**src/rtl/mult_div_unit_pkg.sv**
```systemverilog
// Shared definitions for the multiply/divide unit.
//   mdu_state_e : control FSM states (IDLE, MULT, DIV, DONE)
//   MDU_DATA_W  : default operand width, also the width of each of HI and LO
//   MDU_CNT_W   : default iteration counter width (>= clog2(DATA_W)+1)
package mult_div_unit_pkg;

  localparam int unsigned MDU_DATA_W = 32;
  localparam int unsigned MDU_CNT_W  = 6;

  typedef enum logic [1:0] {
    ST_IDLE,
    ST_MULT,
    ST_DIV,
    ST_DONE
  } mdu_state_e;

endpackage

```
**src/rtl/mult_div_unit_sign_fix.sv**
```systemverilog
// mdu_sign_fix: combinational conditional two's-complement negate.
// Used both to take operand magnitudes and to sign-correct results.
//   val_i : input value
//   neg_i : 1 = output -val_i, 0 = output val_i unchanged
//   res_o : result
module mdu_sign_fix #(
  parameter int unsigned W = 32
) (
  input  logic [W-1:0] val_i,
  input  logic         neg_i,
  output logic [W-1:0] res_o
);

  assign res_o = neg_i ? ((~val_i) + W'(1)) : val_i;

endmodule

```
**src/rtl/mult_div_unit.sv**
```systemverilog
// mult_div_unit: multicycle signed/unsigned multiply and divide, writer side
// of the HI/LO register pair. One operand bit is processed per cycle.
// Ports:
//   clk, reset_n          : clock (rising edge), asynchronous active-low reset
//   op_a, op_b            : multiplicand/dividend (rs), multiplier/divisor (rt)
//   start_mult, start_div : begin an operation; sampled only while idle
//   is_signed             : 1 = MULT/DIV, 0 = MULTU/DIVU; sampled with start
//   hi_data, lo_data      : product high/low, or remainder/quotient
//   hi_write, lo_write    : one-cycle write strobes (always together)
//   busy                  : operation in progress
//   div_zero              : one-cycle flag for a divide by zero (nothing runs)
module mult_div_unit
  import mult_div_unit_pkg::*;
#(
  parameter int unsigned DATA_W = MDU_DATA_W,
  parameter int unsigned CNT_W  = MDU_CNT_W
) (
  input  logic              clk,
  input  logic              reset_n,
  input  logic [DATA_W-1:0] op_a,
  input  logic [DATA_W-1:0] op_b,
  input  logic              start_mult,
  input  logic              start_div,
  input  logic              is_signed,
  output logic [DATA_W-1:0] hi_data,
  output logic [DATA_W-1:0] lo_data,
  output logic              hi_write,
  output logic              lo_write,
  output logic              busy,
  output logic              div_zero
);

  mdu_state_e          state_q;
  logic [CNT_W-1:0]    cnt_q;
  logic [2*DATA_W-1:0] acc_q;
  logic [DATA_W-1:0]   rem_q;
  logic [DATA_W-1:0]   quo_q;
  logic [DATA_W-1:0]   b_mag_q;
  logic                neg_res_q;
  logic                neg_rem_q;
  logic [DATA_W-1:0]   hi_data_q;
  logic [DATA_W-1:0]   lo_data_q;
  logic                hi_write_q;
  logic                lo_write_q;
  logic                busy_q;
  logic                div_zero_q;

  logic                a_neg;
  logic                b_neg;
  logic [DATA_W-1:0]   a_mag;
  logic [DATA_W-1:0]   b_mag;

  logic [DATA_W:0]     mul_sum_d;
  logic [2*DATA_W-1:0] mul_acc_d;
  logic [2*DATA_W-1:0] prod_fix;
  logic [DATA_W:0]     div_shift_d;
  logic [DATA_W-1:0]   div_diff_d;
  logic                div_ge;
  logic [DATA_W-1:0]   div_rem_d;
  logic [DATA_W-1:0]   div_quo_d;
  logic [DATA_W-1:0]   rem_fix;
  logic [DATA_W-1:0]   quo_fix;
  logic                last_iter;

  assign a_neg     = is_signed & op_a[DATA_W-1];
  assign b_neg     = is_signed & op_b[DATA_W-1];
  assign last_iter = (cnt_q == CNT_W'(DATA_W - 1));

  mdu_sign_fix #(.W(DATA_W)) u_a_mag (
    .val_i (op_a),
    .neg_i (a_neg),
    .res_o (a_mag)
  );

  mdu_sign_fix #(.W(DATA_W)) u_b_mag (
    .val_i (op_b),
    .neg_i (b_neg),
    .res_o (b_mag)
  );

  // Shift-add multiply: acc = {partial product, remaining multiplier bits}.
  // Restoring divide: the DATA_W+1-bit shifted remainder is compared with the
  // divisor; the difference only needs DATA_W bits because a successful
  // subtraction always leaves a value below the divisor.
  always_comb begin
    mul_sum_d   = {1'b0, acc_q[2*DATA_W-1:DATA_W]}
                + {1'b0, (acc_q[0] ? b_mag_q : {DATA_W{1'b0}})};
    mul_acc_d   = {mul_sum_d, acc_q[DATA_W-1:1]};
    div_shift_d = {rem_q, quo_q[DATA_W-1]};
    div_ge      = (div_shift_d >= {1'b0, b_mag_q});
    div_diff_d  = div_shift_d[DATA_W-1:0] - b_mag_q;
    div_rem_d   = div_ge ? div_diff_d : div_shift_d[DATA_W-1:0];
    div_quo_d   = {quo_q[DATA_W-2:0], div_ge};
  end

  // Result correction works on the final-iteration values so the corrected
  // result can be registered on the same edge that enters DONE.
  mdu_sign_fix #(.W(2*DATA_W)) u_prod_fix (
    .val_i (mul_acc_d),
    .neg_i (neg_res_q),
    .res_o (prod_fix)
  );

  mdu_sign_fix #(.W(DATA_W)) u_quo_fix (
    .val_i (div_quo_d),
    .neg_i (neg_res_q),
    .res_o (quo_fix)
  );

  mdu_sign_fix #(.W(DATA_W)) u_rem_fix (
    .val_i (div_rem_d),
    .neg_i (neg_rem_q),
    .res_o (rem_fix)
  );

  always_ff @(posedge clk or negedge reset_n) begin
    if (!reset_n) begin
      state_q    <= ST_IDLE;
      cnt_q      <= '0;
      acc_q      <= '0;
      rem_q      <= '0;
      quo_q      <= '0;
      b_mag_q    <= '0;
      neg_res_q  <= 1'b0;
      neg_rem_q  <= 1'b0;
      hi_data_q  <= '0;
      lo_data_q  <= '0;
      hi_write_q <= 1'b0;
      lo_write_q <= 1'b0;
      busy_q     <= 1'b0;
      div_zero_q <= 1'b0;
    end else begin
      hi_write_q <= 1'b0;
      lo_write_q <= 1'b0;
      div_zero_q <= 1'b0;
      case (state_q)
        ST_IDLE: begin
          if (start_mult) begin
            state_q   <= ST_MULT;
            busy_q    <= 1'b1;
            cnt_q     <= '0;
            acc_q     <= {{DATA_W{1'b0}}, a_mag};
            b_mag_q   <= b_mag;
            neg_res_q <= a_neg ^ b_neg;
            neg_rem_q <= a_neg;
          end else if (start_div) begin
            if (op_b == '0) begin
              div_zero_q <= 1'b1;
            end else begin
              state_q   <= ST_DIV;
              busy_q    <= 1'b1;
              cnt_q     <= '0;
              rem_q     <= '0;
              quo_q     <= a_mag;
              b_mag_q   <= b_mag;
              neg_res_q <= a_neg ^ b_neg;
              neg_rem_q <= a_neg;
            end
          end
        end
        ST_MULT: begin
          acc_q <= mul_acc_d;
          cnt_q <= cnt_q + CNT_W'(1);
          if (last_iter) begin
            state_q    <= ST_DONE;
            hi_data_q  <= prod_fix[2*DATA_W-1:DATA_W];
            lo_data_q  <= prod_fix[DATA_W-1:0];
            hi_write_q <= 1'b1;
            lo_write_q <= 1'b1;
          end
        end
        ST_DIV: begin
          rem_q <= div_rem_d;
          quo_q <= div_quo_d;
          cnt_q <= cnt_q + CNT_W'(1);
          if (last_iter) begin
            state_q    <= ST_DONE;
            hi_data_q  <= rem_fix;
            lo_data_q  <= quo_fix;
            hi_write_q <= 1'b1;
            lo_write_q <= 1'b1;
          end
        end
        ST_DONE: begin
          state_q <= ST_IDLE;
          busy_q  <= 1'b0;
        end
        default: begin
          state_q <= ST_IDLE;
          busy_q  <= 1'b0;
        end
      endcase
    end
  end

  assign hi_data  = hi_data_q;
  assign lo_data  = lo_data_q;
  assign hi_write = hi_write_q;
  assign lo_write = lo_write_q;
  assign busy     = busy_q;
  assign div_zero = div_zero_q;

endmodule

```
**config.mk**
```make
export PLATFORM = sky130hd
export DESIGN_NAME = mult_div_unit
export DESIGN_NICKNAME = d
export VERILOG_FILES = /design/src/rtl/mult_div_unit_pkg.sv /design/src/rtl/mult_div_unit_sign_fix.sv /design/src/rtl/mult_div_unit.sv
export SDC_FILE = /design/constraint.sdc
export NUM_CORES = 1
export LEC_CHECK = 0
export CAP_MARGIN = 20
export CORE_ASPECT_RATIO = 1.25
export CORE_UTILIZATION = 45
export CTS_CLUSTER_SIZE = 10
export DETAILED_ROUTE_END_ITERATION = 12
export PLACE_DENSITY = 0.65
export SYNTH_ARGS = -nofsm -noshare
export SYNTH_HDL_FRONTEND = slang
export SYNTH_SLANG_ARGS = --single-unit
```
**constraint.sdc**
```tcl
create_clock -name clk -period 11.21 [get_ports clk]
set_input_delay 2.8025 -clock clk [delete_from_list [all_inputs] [get_ports clk]]
set_output_delay 2.8025 -clock clk [all_outputs]
set_load 0.01 [all_outputs]
```
==> metrics.csv <==
metric,value,unit
synth_edf_count,0,
netlist_area,18400,um2
viasPerCell,5.99,
first_pass_iters,7,
drive_gt1_share,4.67,%
drt-total-wl,61.1,mm
antenna_found_initial,0,
io_buffers,136,
coreArea,40200,um2
cts.hold.buffers_added,0,
max_freq,159,MHz
critPathArrivalTime,6730,ps
die_h,228,um
initial_utilization,45.8,%
max_stage_delay,840,ps
clk_latency,580,ps
crit_buf_inv,2,
tightest_slew,1050,ps
cp_cell_sequence,ha_1 > nand4_1 > nor4b_1 > inv_1 > a31oi_1 > or3_2 > buf_4 > nand2_1 > o21ai_0 > ha_1 > nand2_1 > or4_1 > or3_1 > o41a_1 > or4b_1 > o41ai_1 > xnor2_1 > o21ai_0,
grt_pass1_vias,16978,
maxCapViolations,0,
syn_inst,2287,
crit_path_end_kind,flop,
fin_util,52.5,%
grt_pass1_wl,96.2,mm
cts.sinks,237,
ys_warn_count,0,
cts_tree,built,
p_per_area,257,nW/um2
grt_max_degree,106,
ys_types,86,
slowest_stage,nor4b_1,
gr-usage-all-layers,29.2,%
finalWorstSetupSlack,4920,ps
fin_crit,6290,ps
r2r_slack,4920,ps
ys.flop_type,dfrtp_1,
path_delay_family,simple AND/OR/NAND/NOR gates,
pin_count,137,
via_count,17393,
h-tree-depth,1,
vdd_drop_max,0.133,mV
crit_required,11650,ps
place.detailed.hpwl,44.9,mm
post_cts_buffers,0,
drc_errors,0,
relSlewSlack,29.1,%
syn_to_final_growth,14.5,%
clock_skew,17.7,ps
globalplace.congestion,0.968,
final.setup.tns,0,ps
cp-start-kind,flop,
first_iter_violations,1318,
ys_seq_area_share,32.2,%
crit_fanout,47,
antenna_left,0,
layout.nets,2490,
min_period_over_period,56.2,%
antenna_cells,0,
fp.dieW,183,um
synth_seq_cells,237,
cts.path.max_buffers,3,
hold_path.class,flop to flop,
grt-ovfl-total,0,
path_clk_slew,60,ps
synthesis.nets,2432,
slew_viol_final,0,
outcome,"finished, final reports clean",
static-leakage-power,8.85,nW
layout_commonest_cell,nand2_1,
synth-async-reset-ratio,100,%
rows,82,
cts_root_buffer,clkbuf_16,
cts_buffers,29,
finalHoldViolCount,0,
cts_resized,0,
setup-violations-final,0,
rsz0062_at_grt,no,
crit_type,flop to flop,
fillers,3931,
syn_area_per_cell,8.06,um2
wl_per_cell,21.1,um
pre_cts_ws,4470,ps
dieArea,41800,um2
layout_common_cells,"nand2_1 (300), o21ai_0 (250), dfrtp_1 (236)",
[metal layers]
metal | track usage [%] | vias up | wire (um)
met1 | 38.5 | 8432 | 26300
met2 | 49.6 | 586 | 29500
met3 | 2.81 | 92 | 3350
li1 | - | 8283 | -
met4 | 10.2 | 0 | 1930
met5 | 0 | - | 0
[power breakdown]
| group | leakage [nW] | internal (mW) | switching, mW |
|---|---|---|---|
| logic | 5.37 | 1.16 | 2.00 |
| registers | 3.05 | 1.09 | 0.277 |
| clock network | 0.425 | 0.519 | 0.383 |
| total | 8.85 | 2.77 | 2.66 |
[cells in the mapped netlist (25+ instances only)]
cell type	count	area (um2)
a31oi_1	25	156
nor3_1	44	220
o21ai_0	251	1260
ha_1	74	926
inv_1	71	267
a21oi_1	189	946
xor2_1	99	867
clkbuf_1	99	372
dfrtp_1	237	5930
nor2_1	170	638
nand3_1	36	180
mux2i_1	82	821
nand2_1	301	1130
or3_1	26	163
a22o_1	31	272
o31ai_1	60	450
and2_1	42	263
xnor2_1	126	1100
[sequential cells by signal, summed over array words and instances, names as in the netlist]
signal,count
acc_q,64
b_mag_q,32
hi_data,32
lo_data,32
quo_q,32
rem_q,32
cnt_q,6
state_q,2
busy,1
div_zero,1
lo_write,1
neg_rem_q,1
neg_res_q,1
[worst reg2reg max path, delay by kind of cell (launching register included)]
family                     cells  cell delay, ps
xor gates and xnor gates       1             180
and+or+nand+nor                8            2870
buffers and inverters          2             600
DFF                            1             410
adders and majority gates      2             690
AOI/OAI and AO/OA              5            1440
[logic make-up after synthesis]
family	share of synthesized area [%]
XOR/XNOR	10.7
adder cells (fa/ha/maj)	5.24
AND/OR/NAND/NOR	19.6
AO/OA/AOI/OAI	23.4
buffers and inverters	4.14
flip-flops	32.2
multiplexers	4.76
[area by class of cell]
class,instances,area (um2),area share [%]
timing repair buffer,155,1550,7.36
sequential,237,5930,28.1
clock buffer,38,810,3.84
clock inverter,4,48.8,0.231
inverter,72,270,1.28
multi-input combinational,1850,11800,55.9
tap,546,683,3.24
[worst paths after layout]
| kind | cells past startpoint | end | from |
|---|---|---|---|
| hold / removal | 2 | lo_data[15]$_DFFE_PN0P_ | lo_data[15]$_DFFE_PN0P_ |
| hold reg to reg | 2 | lo_data[15]$_DFFE_PN0P_ | lo_data[15]$_DFFE_PN0P_ |
| max in group asynchronous | 2 | hi_data[22]$_DFFE_PN0P_ | reset_n |
| setup / recovery | 18 | hi_data[30]$_DFFE_PN0P_ | rem_q[28]$_DFFE_PN0P_ |
| setup reg to reg | 18 | hi_data[30]$_DFFE_PN0P_ | rem_q[28]$_DFFE_PN0P_ |
| min in group asynchronous | 1 | acc_q[61]$_DFFE_PN0P_ | reset_n |
[stage by stage]
step	cell area, um2	hold slack, ps	instances	power [mW]
after floorplan	18400	456	2287	3.57
after global placement	20200	460	2857	4.43
after detailed placement	20200	470	2857	4.46
after CTS	21000	482	2899	5.38
after global routing	21100	505	2902	5.82
final	21100	475	2902	5.43
(Power assumes the default switching activity.)
